==> src/rtl/tl_pkg.sv <==
// Shared constants for the intersection phase sequencer: state encodings,
// lamp codes and helpers that tell which timer a state waits on.
package tl_pkg;

    localparam logic [2:0] StIdle     = 3'd0;
    localparam logic [2:0] StClear    = 3'd1;
    localparam logic [2:0] StNsGreen  = 3'd2;
    localparam logic [2:0] StNsYellow = 3'd3;
    localparam logic [2:0] StEwGreen  = 3'd4;
    localparam logic [2:0] StEwYellow = 3'd5;
    localparam logic [2:0] StPedWalk  = 3'd6;
    localparam logic [2:0] StEmerg    = 3'd7;

    // Lamp codes are {red, yellow, green}
    localparam logic [2:0] L_RED = 3'b100;
    localparam logic [2:0] L_YEL = 3'b010;
    localparam logic [2:0] L_GRN = 3'b001;

    function automatic logic is_10s_state(input logic [2:0] s);
        return (s == StClear) || (s == StNsYellow) || (s == StEwYellow) || (s == StPedWalk);
    endfunction

    function automatic logic is_20s_state(input logic [2:0] s);
        return (s == StNsGreen) || (s == StEwGreen);
    endfunction

endpackage

==> src/rtl/traffic_light_ctrl.sv <==
// Two-way intersection phase sequencer with pedestrian insertion, emergency
// all-red override and enable gate; drives an external 10 s / 20 s timer.
module traffic_light_ctrl
    import tl_pkg::*;
#(
    parameter int unsigned CYC_W  = 8,
    parameter bit          PED_EN = 1'b1
) (
    input  logic             clk,
    input  logic             rst,
    input  logic             enable,
    input  logic             emergency,
    input  logic             ped_req,
    input  logic             done_10s,
    input  logic             done_20s,
    output logic             start_10s,
    output logic             start_20s,
    output logic [2:0]       ns_light,
    output logic [2:0]       ew_light,
    output logic             ped_walk,
    output logic             ped_pending,
    output logic [2:0]       state_o,
    output logic [CYC_W-1:0] cycle_cnt
);

    logic [2:0]       state_q, state_d;
    logic             next_dir_q, next_dir_d;
    logic             ped_pending_q, ped_pending_d;
    logic [CYC_W-1:0] cycle_cnt_q, cycle_cnt_d;
    logic             start_10s_q, start_10s_d;
    logic             start_20s_q, start_20s_d;

    logic done_ok;
    logic ped_go;
    logic entering;

    always_ff @(posedge clk) begin
        if (rst) begin
            state_q       <= StIdle;
            next_dir_q    <= 1'b0;
            ped_pending_q <= 1'b0;
            cycle_cnt_q   <= '0;
            start_10s_q   <= 1'b0;
            start_20s_q   <= 1'b0;
        end else begin
            state_q       <= state_d;
            next_dir_q    <= next_dir_d;
            ped_pending_q <= ped_pending_d;
            cycle_cnt_q   <= cycle_cnt_d;
            start_10s_q   <= start_10s_d;
            start_20s_q   <= start_20s_d;
        end
    end

    always_comb begin
        state_d    = state_q;
        next_dir_d = next_dir_q;
        // A done coinciding with our own start pulse belongs to an earlier timer run
        done_ok = !(start_10s_q || start_20s_q) &&
                  ((is_10s_state(state_q) && done_10s) || (is_20s_state(state_q) && done_20s));
        ped_go  = PED_EN && (ped_pending_q || ped_req);

        if (emergency) begin
            state_d = StEmerg;
        end else if (!enable) begin
            state_d = StIdle;
        end else begin
            case (state_q)
                StIdle, StEmerg: state_d = StClear;
                StClear:    if (done_ok) state_d = StNsGreen;
                StNsGreen:  if (done_ok) state_d = StNsYellow;
                StNsYellow: begin
                    if (done_ok) begin
                        if (ped_go) begin
                            state_d    = StPedWalk;
                            next_dir_d = 1'b1;
                        end else begin
                            state_d = StEwGreen;
                        end
                    end
                end
                StEwGreen:  if (done_ok) state_d = StEwYellow;
                StEwYellow: begin
                    if (done_ok) begin
                        if (ped_go) begin
                            state_d    = StPedWalk;
                            next_dir_d = 1'b0;
                        end else begin
                            state_d = StNsGreen;
                        end
                    end
                end
                StPedWalk:  if (done_ok) state_d = next_dir_q ? StEwGreen : StNsGreen;
                default:    state_d = StIdle;
            endcase
        end

        entering    = (state_d != state_q);
        start_10s_d = entering && is_10s_state(state_d);
        start_20s_d = entering && is_20s_state(state_d);

        cycle_cnt_d = cycle_cnt_q;
        if ((state_q == StEwYellow) && done_ok && !emergency && enable) begin
            cycle_cnt_d = cycle_cnt_q + CYC_W'(1);
        end

        ped_pending_d = ped_pending_q;
        if (!PED_EN) begin
            ped_pending_d = 1'b0;
        end else if (entering && ((state_d == StPedWalk) || (state_d == StIdle))) begin
            ped_pending_d = 1'b0;
        end else if (ped_req) begin
            ped_pending_d = 1'b1;
        end
    end

    always_comb begin
        ns_light = L_RED;
        ew_light = L_RED;
        ped_walk = 1'b0;
        case (state_q)
            StNsGreen:  ns_light = L_GRN;
            StNsYellow: ns_light = L_YEL;
            StEwGreen:  ew_light = L_GRN;
            StEwYellow: ew_light = L_YEL;
            StPedWalk:  ped_walk = 1'b1;
            default:    ;
        endcase
        start_10s   = start_10s_q;
        start_20s   = start_20s_q;
        ped_pending = ped_pending_q;
        state_o     = state_q;
        cycle_cnt   = cycle_cnt_q;
    end

endmodule
==> config.mk <==
export PLATFORM = sky130hd
export DESIGN_NAME = traffic_light_ctrl
export DESIGN_NICKNAME = d
export VERILOG_FILES = /design/src/rtl/tl_pkg.sv /design/src/rtl/traffic_light_ctrl.sv
export SDC_FILE = /design/constraint.sdc
export NUM_CORES = 1
export LEC_CHECK = 0
export BUFFER_PORTS_ARGS = -buffer_cell sky130_fd_sc_hd__buf_2
export CORE_UTILIZATION = 47
export DETAILED_ROUTE_END_ITERATION = 8
export GPL_TIMING_DRIVEN = 1
export PLACE_DENSITY = 0.77
export SYNTH_ARGS = -nofsm -noshare
export SYNTH_HDL_FRONTEND = slang
export SYNTH_SLANG_ARGS = --single-unit
==> constraint.sdc <==
create_clock -name clk -period 1.7 [get_ports clk]
set_input_delay 0.085 -clock clk [delete_from_list [all_inputs] [get_ports clk]]
set_output_delay 0.085 -clock clk [all_outputs]
set_load 0.1 [all_outputs]
Yosys cells after proc, flatten, opt, wreduce, memory -nomap -nowiden
Cells that the tools add are included.
- bitwise operators: 1
- reduce and logical (&&, ||, !) cells: 29
- multiplexer cells: 20
- equality and inequality tests: 18
- add/sub/neg operators: 1
- operator list (operator ; number):
    2-to-1 mux 3 bit ; 10
    == test 3 bit, second input constant ; 7
    case mux 3 bit (7 select lines) ; 1
    == test 3 x 2 -> 1 bit, second input constant ; 4
    logical OR 1 bit ; 12
    case mux 3 bit (2 select lines) ; 2
    logical AND 1 bit ; 9
    adder 8 x 1 -> 8 bit, second input constant ; 1
    != test 2 bit, second input constant ; 4
    AND reduction 7 bit ; 1
    == test 3 x 1 -> 1 bit, second input constant ; 2
    logical NOT 3 bit ; 2
    2-to-1 mux 1 bit ; 5
    OR reduction 2 bit ; 2
    != test 3 bit ; 1
    logical NOT 1 bit ; 2
    2-to-1 mux 2 bit ; 1
    case mux 1 bit (2 select lines) ; 1
    nonzero test 2 bit ; 1
    inverter 1 bit ; 1
- register bits: 15
- input bits: 7
- logic and storage cells: 75

Logic depth before layout (Yosys ltp)
- depth after elaboration: 16
- mapped depth: 8

Worst setup path after synthesis
Ideal clock, no wire load.
- path kind: register to output
- start: reg state_q[2], in the netlist state_o[2]
- end: out ew_light[0]
- data arrival time: 3163 ps
- stages on the path, launching flop included: 4
- buffers on the path: 0
- path slack: -1548 ps
- cells stage by stage: dfxtp_1 nor2b_1 inv_1 nor2_1
- longest elaborated chain between the ends: 2
- elaborated cells between the ends (all ways): 3
- those cells by class: 2 x eq/ne; 1 x mux
- RTL lines (item ; line ; source):
    start: declaration ; traffic_light_ctrl.sv:26 ; logic [2:0] state_q, state_d;
    start signal: assignment ; traffic_light_ctrl.sv:39 ; state_q <= StIdle;
    start signal: assignment ; traffic_light_ctrl.sv:46 ; state_q <= state_d;
    == test 3 bit ; traffic_light_ctrl.sv:121 ; case (state_q)
    case mux 3 bit (2 select lines) (*) ; traffic_light_ctrl.sv:121 ;
    end: declaration ; traffic_light_ctrl.sv:19 ; output logic [2:0] ew_light,
Mark *: on every way between the ends. The rest lies on a longest branch, timed or not.

Final worst setup path
- start: reg start_20s_q, in the netlist start_20s
- end: reg start_20s_q, in the netlist start_20s
- longest elaborated chain between the ends: 10
- elaborated cells between the ends (all ways): 17
- those cells by class: 3 x eq/ne; 9 x mux; 5 x reduce/logical
- RTL lines (item ; line ; source):
    start: declaration ; traffic_light_ctrl.sv:31 ; logic start_20s_q, start_20s_d;
    start signal: assignment ; traffic_light_ctrl.sv:51 ; start_20s_q <= start_20s_d;
    logical OR 1 bit (*) ; traffic_light_ctrl.sv:59 ; done_ok = !(start_10s_q || start_20s_q) &&
    logical NOT 1 bit (*) ; traffic_light_ctrl.sv:59 ;
    logical AND 1 bit (*) ; traffic_light_ctrl.sv:59 ;
    2-to-1 mux 3 bit, or another cell as far along ; traffic_light_ctrl.sv:93 ; StPedWalk: if (done_ok) state_d = next_dir_q ? StEwGreen : StNsGreen;
    case mux 3 bit (7 select lines) (*) ; traffic_light_ctrl.sv:68 ; case (state_q)
    2-to-1 mux 3 bit (*) ; traffic_light_ctrl.sv:65 ; end else if (!enable) begin
    2-to-1 mux 3 bit (*) ; traffic_light_ctrl.sv:63 ; if (emergency) begin
    == test 3 x 2 -> 1 bit / == test 3 bit (equally long branches) ; tl_pkg.sv:24 ; return (s == StNsGreen) || (s == StEwGreen);
    logical OR 1 bit ; tl_pkg.sv:24 ;
    logical AND 1 bit (*) ; traffic_light_ctrl.sv:100 ; start_20s_d = entering && is_20s_state(state_d);
Marks and branches as above.
A chain may end at the register's enable or synchronous reset.

==> parameters.txt <==
Parameter                              Value

Power and ir drop
  Clk pwr share ... 0.183
  Net switching power of the design ... approximately 0.44 mW
  Leakage ... approximately 0.76 nW
  Total power divided by cell area ... between 600 and 700 mW/mm^2
  Largest vdd supply drop ... 661 uV
  Internal power of the cells ... roughly 0.64 mW
  Switching Fraction ... 0.409
  Portion of total power attributed to sequential cells ... 0.350
  Relative contribution of combinational cells to total power ... 0.466

Clock network
  Clock tree from TritonCTS ... done
  TritonCTS buffer count ... 3
  H-Tree Depth ... 1
  Max Root-Sink Buffers ... 2
  Insertion delay to the later sink of the worst-skew pair ... roughly 0.28 ns
  Number of sinks handled by clock tree synthesis ... 15
  Clock transition at the register clock pins on the worst setup and hold paths after CTS ... 0.09 ns
  Clock Tree Root ... sky130_fd_sc_hd__clkbuf_4

Place
  Count of port buffers added during placement ... 27
  Instance count after placement with tap cells included ... slightly above 200
  Final estimated routing congestion in global placement ... 0.970
  Half-perimeter wire length after detailed placement ... between 2 and 2.5 mm

STA
  Worst max-slew margin expressed relative to the limit ... 0.673
  Unrepaired setup endpoints after global routing ... true
  Number of endpoints failing setup at the final stage ... 11
  Post-layout worst setup margin ... -0.307 ns
  Worst-case clock skew ... between 0.001 and 0.0015 ns
  Clock period minus final worst setup slack ... 2.01 ns
  Least-Margin Pin Slew ... roughly 0.5 ns
  Share of the clock period used by the worst path after layout ... 1.18
  Number of hold-slack violations in the final timing report ... 0
  Max Clock Freq ... approximately 500 MHz
  Summed negative setup slack over all endpoints ... -1.49 ns
  Slew Limit Fails ... 0

Synth
  Synthesis Warnings ... 0
  Post-Syn Nets ... between 100 and 150
  Number of enable-type register cells in the synthesized netlist ... 0
  Mean instance size in the synthesized netlist ... ~8.6 sq um
  Synthesized-area fraction occupied by adder cells ... 0.0113
  Post-Synth XOR/XNOR Area ... 0.0633
  Most used DFF post-synth ... sky130_fd_sc_hd__dfxtp_1
  Multiplexer area fraction after synthesis ... 0.0317
  Post-Synth Simple-Gate Area ... 0.339
  Dominant combinational cell family by area after synthesis ... simple AND/OR/NAND/NOR gates
  Number of different library cells in the post-synthesis netlist ... 48
  FFs w/ async S/R, synth ... 0
  Total of flip-flops plus latches after synthesis ... 15
  Cell area after synthesis ... roughly 0.0011 sq mm
  Synthesized instance count ... ~130
  Sequential area share after synthesis ... 0.271
  Area fraction in compound gates after synthesis ... 0.218

Setup path
  Highest-delay cell along the critical path ... sky130_fd_sc_hd__or3b_4
  Worst EP required ... around 1.9 ns
  End of the worst register-to-register path ... start_20s
  CP max stage delay ... roughly 0.44 ns
  Crit path capture type ... register
  FF-to-FF path depth ... 6
  Launch point of the worst reg-to-reg path ... start_20s
  Worst setup path endpoint ... start_20s
  Highest fanout seen on the critical path ... 5
  Critical path data arrival time ... roughly 2.2 ns
  Chain of cells forming the critical path ... or3b_4, or3_4, a211oi_2, nor2_1, xor2_1, nor4b_2
  Register-to-register path setup slack ... -0.31 ns
  Classification of the worst setup path ... reg -> reg
  Startpoint Class ... register
  Crit path from ... start_20s

Routing
  Average wire length per cell after detail routing ... roughly 15 um
  Count of vias placed by the detailed router ... 1238
  DR pass1 iterations ... 4
  Starting DRT DRC Count ... 38
  Final routed DRC violation total ... 0
  Post-detailed-routing wire length ... about 3.3 mm
  Via density ... between 5 and 6
  Post-DRT Antenna Nets ... 0

Floorplan
  Effective utilization at floorplan ... 0.500
  Standard-cell rows ... 17
  Height of the chip ... roughly 51 um
  Die X-Extent ... just over 50 um
  Die outline area ... about 0.0026 sq mm
  Core region area ... 0.00221 sq mm
  Top-Level Pins ... 28

Layout
  Area growth, synth to finish ... 59.3%
  Fin nets ... 196
  Most common cell after layout, fill and taps aside ... sky130_fd_sc_hd__buf_4
  Final cell count without fillers ... between 200 and 250
  Share of layout cells above drive strength 1 ... 0.588
  Diodes inserted ... 0
  Highest-count cells in the layout ignoring fill and taps ... sky130_fd_sc_hd__buf_4, sky130_fd_sc_hd__buf_2, sky130_fd_sc_hd__nor2_1

GRT
  Maximum number of pins on one net before global-route repair ... 16
  Initial antenna violation count ... 0
  Overall fraction of global-route tracks in use ... 0.269
  Aggregate global routing overflow ... 0
  Via count of the first global-routing pass ... ~1200
  Global-route wire length before repair ... approximately 5.2 mm

Job
  Max-cap check violation count ... 0

Hold path
  Class of the most critical hold timing path ... in -> reg

Status
  Violations in the final reports ... negative setup slack
  Result of the run ... complete, but fails checks
==> through the flow <==
step | area, sq um | total power, mW | hold WS, ns | setup WS [ns] | util
after detailed placement | 1600 | 0.853 | 0.416 | -0.294 | 0.724
after global routing | 1760 | 1.13 | 0.121 | -0.364 | 0.796
final | 1760 | 1.08 | 0.119 | -0.307 | 0.796
after global placement | 1600 | 0.846 | 0.408 | -0.221 | 0.724
after CTS | 1720 | 1.08 | 0.0968 | -0.293 | 0.777
after floorplan | 1190 | 0.716 | 0.147 | -0.808 | -
==> worst min path at each step <==
| stage | to | start | cells past startpoint | slack (ns) |
|---|---|---|---|---|
| floorplan | start_20s | rst | 1 | 0.15 |
| global placement | start_10s | emergency | 2 | 0.41 |
| detailed placement | start_10s | emergency | 2 | 0.42 |
| CTS | start_10s | emergency | 2 | 0.1 |
| global route | start_10s | emergency | 2 | 0.12 |
| finish | start_10s | emergency | 2 | 0.12 |
==> timing repair <==
item,in CTS,in global routing
setup endpoints to repair,15,15
pin swaps,8,8
hold buffers,0,0
buffers inserted,7,2
resized for setup,12,9
hold endpoints to repair,0,0
gates cloned,0,0
==> worst max-delay path, delay by kind of cell (launching register included) <==
family / cells / cell delay [ns]
and+or+nand+nor: 4 / 1.17
DFF: 1 / 0.36
xor gates and xnor gates: 1 / 0.16
AOI/OAI and AO/OA: 1 / 0.22
==> per-layer routing <==
| layer | track usage | vias to the layer above | part of all wire |
|---|---|---|---|
| met1 | 0.319 | 616 | 0.43 |
| li1 | - | 586 | - |
| met5 | 0 | - | 0 |
| met2 | 0.496 | 32 | 0.53 |
| met4 | 0.111 | 0 | 0.0095 |
| met3 | 0.0152 | 4 | 0.031 |
==> area by class of cell <==
type                            instances  area, sq um
Multi-Input combinational cell        102          863
Timing Repair Buffer                   61          490
Fill cell                             149          450
Sequential cell                        15          323
Tap cell                               28         35.0
Clock buffer                            3         22.5
Inverter                                5         22.5
Clock inverter                          1         5.00
==> state kept, by name (all words and copies together), names as in the netlist <==
| signal | count |
|---|---|
| cycle_cnt | 8 |
| state_o | 3 |
| start_20s | 1 |
| ped_pending | 1 |
| start_10s | 1 |
| next_dir_q | 1 |
==> power groups by stage <==
stage | Sequential, mW | Clock, mW | Combinational (mW)
2_1_floorplan | 0.460 | 0 | 0.256
3_3_place_gp | 0.387 | 0 | 0.460
3_5_place_dp | 0.387 | 0 | 0.465
4_1_cts | 0.379 | 0.207 | 0.496
5_1_grt | 0.382 | 0.219 | 0.529
6_report | 0.379 | 0.199 | 0.505
==> cell usage after synthesis (2+ instances only) <==
cell	n	area share
sky130_fd_sc_hd__nor2_1	26	0.088
sky130_fd_sc_hd__dfxtp_1	15	0.27
sky130_fd_sc_hd__a21oi_1	7	0.032
sky130_fd_sc_hd__xor2_1	7	0.055
sky130_fd_sc_hd__inv_1	5	0.017
sky130_fd_sc_hd__nand2_1	5	0.017
sky130_fd_sc_hd__nand4_1	5	0.028
sky130_fd_sc_hd__and3_1	3	0.017
sky130_fd_sc_hd__buf_6	3	0.031
sky130_fd_sc_hd__clkbuf_1	3	0.010
sky130_fd_sc_hd__nand3_1	3	0.014
sky130_fd_sc_hd__nor3_1	3	0.014
sky130_fd_sc_hd__a2111oi_4	2	0.050
sky130_fd_sc_hd__a211oi_2	2	0.023
sky130_fd_sc_hd__a311oi_1	2	0.016
sky130_fd_sc_hd__mux2i_1	2	0.018
sky130_fd_sc_hd__nor2b_1	2	0.011
sky130_fd_sc_hd__nor3b_1	2	0.014
sky130_fd_sc_hd__o21ai_0	2	0.0091
sky130_fd_sc_hd__or3_1	2	0.011
==> cells by family after synthesis <==
kind of cell | after synthesis
simple gates | 65
fa+ha+maj | 1
compound gates | 25
buf+inv | 12
mux | 3
flops | 15
xor+xnor | 8
No activity file was read; power rests on OpenSTA's default activity.
